<file path="src/rtl/cnu_c2v_msg_gen_10.sv">
`default_nettype none
// ============================================================================
// Module   : cnu_c2v_msg_gen_10
// Purpose  : Output end of the row-split CNU10 check-node path. Takes one
//            finalized {m1, m2, min_index} triple per check row into a
//            two-entry ping-pong buffer. It emits the row's 10 check-to-
//            variable magnitudes as 5 beats of 2 messages each.
// Ports    : sys_clk, rstn (async, active low), flush (sync clear)
//            min_valid/min_ready, m1, m2, min_index : triple input
//            c2v_valid/c2v_ready, c2v_msg_0/1,
//            c2v_sub_row, c2v_last                   : beat output
//            idx_err                                 : sticky bad-index flag
// Option   : C2V_OUT_REG_EN adds a registered skid stage on the beat output.
// Revision : 1.0 - initial release
// ============================================================================
module cnu_c2v_msg_gen_10 #(
  parameter int CN_DEGREE        = 10,
  parameter int QUAN_SIZE        = 3,
  parameter int ROW_SPLIT_FACTOR = 5
) (
  input  logic                 sys_clk,
  input  logic                 rstn,
  input  logic                 flush,
  input  logic                 min_valid,
  output logic                 min_ready,
  input  logic [QUAN_SIZE-1:0] m1,
  input  logic [QUAN_SIZE-1:0] m2,
  input  logic [3:0]           min_index,
  output logic                 c2v_valid,
  input  logic                 c2v_ready,
  output logic [QUAN_SIZE-1:0] c2v_msg_0,
  output logic [QUAN_SIZE-1:0] c2v_msg_1,
  output logic [2:0]           c2v_sub_row,
  output logic                 c2v_last,
  output logic                 idx_err
);

  localparam int         EXT_MSG_PARALLELISM = CN_DEGREE / ROW_SPLIT_FACTOR;
  localparam logic [2:0] LAST_BEAT           = 3'(ROW_SPLIT_FACTOR - 1);
  localparam logic [3:0] IDX_LIMIT           = 4'(CN_DEGREE);
  localparam int         DW                  = 2 * QUAN_SIZE + 4;

  typedef enum logic [0:0] {
    S_IDLE = 1'b0,
    S_EMIT = 1'b1
  } state_t;

  state_t               r_state;
  logic [QUAN_SIZE-1:0] r_m1  [2];
  logic [QUAN_SIZE-1:0] r_m2  [2];
  logic [3:0]           r_idx [2];
  logic [1:0]           r_vld;
  logic                 r_wr_ptr;
  logic                 r_rd_ptr;
  logic [2:0]           r_beat;
  logic                 r_idx_err;

  logic                 w_push;
  logic                 w_int_valid;
  logic                 w_int_ready;
  logic                 w_int_fire;
  logic                 w_last;
  logic                 w_pop;
  logic [QUAN_SIZE-1:0] w_msg [EXT_MSG_PARALLELISM];
  logic [DW-1:0]        w_int_data;

  // Occupancy < 2 means at least one entry is free; depends on state only.
  assign min_ready   = ~(r_vld[0] & r_vld[1]);
  assign w_push      = min_valid & min_ready;
  assign w_int_valid = (r_state == S_EMIT);
  assign w_int_fire  = w_int_valid & w_int_ready;
  assign w_last      = (r_beat == LAST_BEAT);
  assign w_pop       = w_int_fire & w_last;
  assign idx_err     = r_idx_err;

  // Lane j of beat k carries column 2k+j. An out-of-range index never
  // matches any column, so such a row comes out as all m1.
  for (genvar j = 0; j < EXT_MSG_PARALLELISM; j++) begin : g_lane
    logic [3:0] w_col;
    assign w_col    = {r_beat, 1'b0} + 4'(j);
    assign w_msg[j] = (r_idx[r_rd_ptr] == w_col) ? r_m2[r_rd_ptr] : r_m1[r_rd_ptr];
  end

  assign w_int_data = {w_msg[0], w_msg[1], r_beat, w_last};

  // Payload storage: validity is tracked separately, so no reset is needed.
  always_ff @(posedge sys_clk) begin
    if (w_push) begin
      r_m1[r_wr_ptr]  <= m1;
      r_m2[r_wr_ptr]  <= m2;
      r_idx[r_wr_ptr] <= min_index;
    end
  end

  always_ff @(posedge sys_clk or negedge rstn) begin
    if (!rstn) begin
      r_state   <= S_IDLE;
      r_vld     <= 2'b00;
      r_wr_ptr  <= 1'b0;
      r_rd_ptr  <= 1'b0;
      r_beat    <= 3'd0;
      r_idx_err <= 1'b0;
    end else if (flush) begin
      r_state   <= S_IDLE;
      r_vld     <= 2'b00;
      r_wr_ptr  <= 1'b0;
      r_rd_ptr  <= 1'b0;
      r_beat    <= 3'd0;
      r_idx_err <= 1'b0;
    end else begin
      // Push and pop always target different entries when both happen.
      if (w_push) begin
        r_vld[r_wr_ptr] <= 1'b1;
        r_wr_ptr        <= ~r_wr_ptr;
        if (min_index >= IDX_LIMIT) r_idx_err <= 1'b1;
      end
      if (w_pop) begin
        r_vld[r_rd_ptr] <= 1'b0;
        r_rd_ptr        <= ~r_rd_ptr;
      end
      case (r_state)
        S_IDLE: begin
          // Entering EMIT on the push itself gives one-cycle latency.
          if ((r_vld != 2'b00) || w_push) begin
            r_state <= S_EMIT;
            r_beat  <= 3'd0;
          end
        end
        S_EMIT: begin
          if (w_int_fire) begin
            if (w_last) begin
              r_beat <= 3'd0;
              if (!(r_vld[~r_rd_ptr] || w_push)) r_state <= S_IDLE;
            end else begin
              r_beat <= r_beat + 3'd1;
            end
          end
        end
        default: r_state <= S_IDLE;
      endcase
    end
  end

`ifdef C2V_OUT_REG_EN
  // Output register plus one skid entry: the FSM only ever sees whether
  // the skid entry is free, which cuts the c2v_ready timing path.
  logic          r_out_vld;
  logic [DW-1:0] r_out_data;
  logic          r_skid_vld;
  logic [DW-1:0] r_skid_data;

  assign w_int_ready = ~r_skid_vld;

  always_ff @(posedge sys_clk or negedge rstn) begin
    if (!rstn) begin
      r_out_vld   <= 1'b0;
      r_out_data  <= '0;
      r_skid_vld  <= 1'b0;
      r_skid_data <= '0;
    end else if (flush) begin
      r_out_vld   <= 1'b0;
      r_out_data  <= '0;
      r_skid_vld  <= 1'b0;
      r_skid_data <= '0;
    end else if (!r_out_vld || c2v_ready) begin
      if (r_skid_vld) begin
        r_out_data <= r_skid_data;
        r_out_vld  <= 1'b1;
        r_skid_vld <= 1'b0;
      end else if (w_int_fire) begin
        r_out_data <= w_int_data;
        r_out_vld  <= 1'b1;
      end else begin
        r_out_vld  <= 1'b0;
      end
    end else if (w_int_fire) begin
      r_skid_data <= w_int_data;
      r_skid_vld  <= 1'b1;
    end
  end

  assign c2v_valid = r_out_vld;
  assign {c2v_msg_0, c2v_msg_1, c2v_sub_row, c2v_last} = r_out_data;
`else
  assign w_int_ready = c2v_ready;
  assign c2v_valid   = w_int_valid;
  // Outputs are held at zero while idle.
  assign {c2v_msg_0, c2v_msg_1, c2v_sub_row, c2v_last} = w_int_valid ? w_int_data : '0;
`endif

endmodule
`default_nettype wire

</file>
<file path="config.mk">
export PLATFORM = sky130hd
export DESIGN_NAME = cnu_c2v_msg_gen_10
export DESIGN_NICKNAME = d
export VERILOG_FILES = /design/src/rtl/cnu_c2v_msg_gen_10.sv
export SDC_FILE = /design/constraint.sdc
export NUM_CORES = 1
export LEC_CHECK = 0
export ABC_CLOCK_PERIOD_IN_PS = 1900
export BUFFER_PORTS_ARGS = -buffer_cell sky130_fd_sc_hd__clkbuf_2
export CORE_UTILIZATION = 56
export CTS_BUF_LIST = sky130_fd_sc_hd__clkbuf_8
export CTS_CLUSTER_DIAMETER = 40
export CTS_CLUSTER_SIZE = 10
export DETAILED_ROUTE_END_ITERATION = 7
export PLACE_DENSITY = 0.88
export SYNTH_ARGS = -nofsm -noshare
export SYNTH_HDL_FRONTEND = slang
export SYNTH_SLANG_ARGS = --single-unit
</file>
<file path="constraint.sdc">
create_clock -name sys_clk -period 1.9 [get_ports sys_clk]
set_input_delay 0.095 -clock sys_clk [delete_from_list [all_inputs] [get_ports sys_clk]]
set_output_delay 0.095 -clock sys_clk [all_outputs]
set_load 0.01 [all_outputs]
</file>
==> impl_metrics.env <==
export IMPL_final_cells=173
export IMPL_synth_distinct_cells=29
export IMPL_antenna_found_initial=0
export IMPL_io_pins=28
export IMPL_mostFrequentLayoutCells="24 x clkbuf_2, 20 x edfxtp_1, 14 x nand2_1"
export IMPL_reg2regPathDepth=6
export IMPL_layout_drive_gt1_share_pct=35.9
export IMPL_worst_slack_ns=-0.234
export IMPL_p_int_mw=1.04
export IMPL_timing_rr_end="c2v_valid"
export IMPL_hold_class="primary input to flip-flop"
export IMPL_p_comb_share_pct=13.1
export IMPL_crit_family="multiplexers"
export IMPL_clock_latency_ns=0.27
export IMPL_dieHeight_um=51.3
export IMPL_crit_path_start_kind="flip-flop"
export IMPL_final_setup_skew_ns=0.00553
export IMPL_ys_flop_type="edfxtp_1"
export IMPL_drtAntennaViolNets=0
export IMPL_highest_layer="met4"
export IMPL_final_hold_violation_count=0
export IMPL_worstPathArrival_ns=2.04
export IMPL_nNetsFinal=161
export IMPL_vdd_drop_max_mv=0.616
export IMPL_wl_met2_um=1420
export IMPL_cts_tree="yes"
export IMPL_cpPeakStageDelay_ns=0.47
export IMPL_finalSetupViolations=6
export IMPL_fin_crit_sh_pct=112
export IMPL_vias=967
export IMPL_p_switching_mw=0.329
export IMPL_worstMarginPinSlew_ns=0.527
export IMPL_synth_edf_count=20
export IMPL_routed_via_density=5.59
export IMPL_slowest_stage="dfrtp_2"
export IMPL_row_count=17
export IMPL_clock_sinks=29
export IMPL_power_mw=1.37
export IMPL_grt_max_degree=12
export IMPL_final_common_cell="clkbuf_2"
export IMPL_crit_buf_inv=1
export IMPL_port_buffers=27
export IMPL_cp_max_fo=5
export IMPL_finalWirelength_um=2890
export IMPL_drv_slew=0
export IMPL_outcome="finished with violations"
export IMPL_violations="negative setup slack"
export IMPL_power_density_nw_per_um2=801
export IMPL_synth_area_per_cell_um2=13.1
export IMPL_swShare_pct=24.0
export IMPL_p_clk_share_pct=32.7
export IMPL_hold_start="m1[2]"
export IMPL_worstSetupEndpointType="output pin"
export IMPL_clockBufferDepth=2
export IMPL_wl_met1_um=1260
export IMPL_die_area_um2=2630
export IMPL_synth_seq_cells=29
export IMPL_grt_first_pass_wirelength_um=4130
export IMPL_grt_pass1_vias=885
export IMPL_crit_chain="mux2i_2 -> xnor2_2 -> nor4_4 -> mux2i_1 -> clkbuf_2"
export IMPL_grt_overflow=0
export IMPL_cts_root_buf="clkbuf_8"
export IMPL_syn_to_final_growth_pct=26.0
export IMPL_cts_inserted_buffers=5
export IMPL_drc=0
export IMPL_dp_cells=160
export IMPL_fmax_mhz=469
export IMPL_slew_headroom_pct=64.6
export IMPL_die_w_um=51.3
export IMPL_worstSetupPathType="flip-flop to output pin"
export IMPL_power_leakage_nw=0.710
export IMPL_firstDrtPassIters=4
export IMPL_layout_min_cycle_time_ns=2.13
export IMPL_cp_required_ns=1.80
export IMPL_syn_instance_count=104
export IMPL_p_seq_share_pct=54.2
export IMPL_cap_violations=0
export IMPL_mappedNetlistArea_um2=1360
export IMPL_drt_initial_drc_count=24
export IMPL_track_usage_pct=23.3
export IMPL_wl_per_cell_um=16.7
export IMPL_worstHoldEndpoint="r_m1[1][2]"
export IMPL_timing_rr_start="r_beat[0]"
export IMPL_r2r_slack_ns=0.22
export IMPL_dp_hpwl_um=1840
export IMPL_htree_levels=2
export IMPL_rsz0062_at_grt="yes"
export IMPL_holdPathStages=1
export IMPL_clk_pin_slew_worst_paths_ns=0.06
export IMPL_coreArea_um2=2250
export IMPL_start_util_pct=60.3
export IMPL_ys_warn_count=0
export IMPL_yosysSeqAreaShare_pct=60.8
export IMPL_syn_nets=121
export IMPL_async_flop_share_pct=31.0
export IMPL_place_congestion=0.851
export IMPL_insertedDiodeCount=0
export IMPL_place_ws_ns=0.0615
export IMPL_route_met3_wl_um=157
worst register-to-register path, cell delays in order (launching register included):
cell and delay (ns):
dfrtp_1 0.46, inv_1 0.12, ha_1 0.19, and3_1 0.21, nand2_1 0.11, a2111oi_0 0.36
nor3_1 0.10
final cells by class:
cell class | count | area [um^2]
sequential | 29 | 827
fill | 155 | 543
multi-input combinational | 66 | 533
timing repair buffer | 37 | 218
clock buffer | 5 | 68.8
tap | 28 | 35.0
inverter | 5 | 18.8
clock inverter | 3 | 11.3
sequential cells by signal (all words and copies together) (netlist names):
register   flops
c2v_valid      1
idx_err        1
r_beat         3
r_idx          8
r_m1           6
r_m2           6
r_rd_ptr       1
r_vld          2
r_wr_ptr       1
cells by family after synthesis:
group	after synthesis	synth area share (%)
mux	16	12.3
simple gates	33	13.9
compound gates	10	4.79
flops	29	60.8
fa+ha+maj	2	1.84
buf+inv	9	3.13
xor+xnor	5	3.22
synthesized netlist by cell type, drive strengths merged, types with 3 or more instances:
master	count	area (um^2)
mux2	6	67.6
a21oi	5	25.0
edfxtp	20	601
xnor2	4	35.0
nor2	6	22.5
and2	3	18.8
nand2	14	52.6
mux2i	10	100
buf	3	20.0
inv	5	18.8
dfrtp	9	225
routing by layer:
layer	GRT usage, %	up-vias
li1	-	460
met1	30.2	462
met2	33.8	39
met3	8.93	6
met4	12.6	0
met5	0	-
worst max path at each step:
stage | cells after the start | to | from | slack, ns
global placement | 5 | c2v_msg_0[1] | r_rd_ptr | 0.12
CTS | 5 | c2v_msg_0[2] | r_rd_ptr | -0.15
floorplan | 5 | c2v_msg_0[0] | r_rd_ptr | 0.29
finish | 5 | c2v_msg_1[1] | r_rd_ptr | -0.23
global route | 5 | c2v_msg_1[0] | r_rd_ptr | -0.36
detailed placement | 5 | c2v_msg_1[0] | r_rd_ptr | 0.06
timing repair:
action,CTS,global route
hold endpoints to repair,9,3
setup buffers,1,1
pin swaps,2,2
hold buffers,1,2
resized for setup,3,7
setup endpoints to repair,6,6
through the flow:
| step | utilization [%] | instance area (um^2) | hold WS (ns) | setup TNS, ns |
|---|---|---|---|---|
| 2_1_floorplan | - | 1360 | -0.201 | 0 |
| 3_3_place_gp | 68.4 | 1540 | -0.0374 | 0 |
| 3_5_place_dp | 68.4 | 1540 | -0.0335 | 0 |
| 4_1_cts | 73.3 | 1650 | 0.00473 | -0.748 |
| 5_1_grt | 75.9 | 1710 | 0.000906 | -1.75 |
| 6_report | 75.9 | 1710 | 0.0186 | -1.23 |
power by group through the flow:
stage	clock network [mW]	registers (mW)	logic, mW
detailed placement	0	0.752	0.160
CTS	0.458	0.741	0.166
global placement	0	0.749	0.155
finish	0.448	0.742	0.180
floorplan	0	0.748	0.0951
global route	0.494	0.744	0.197
(Power assumes the default switching activity.)
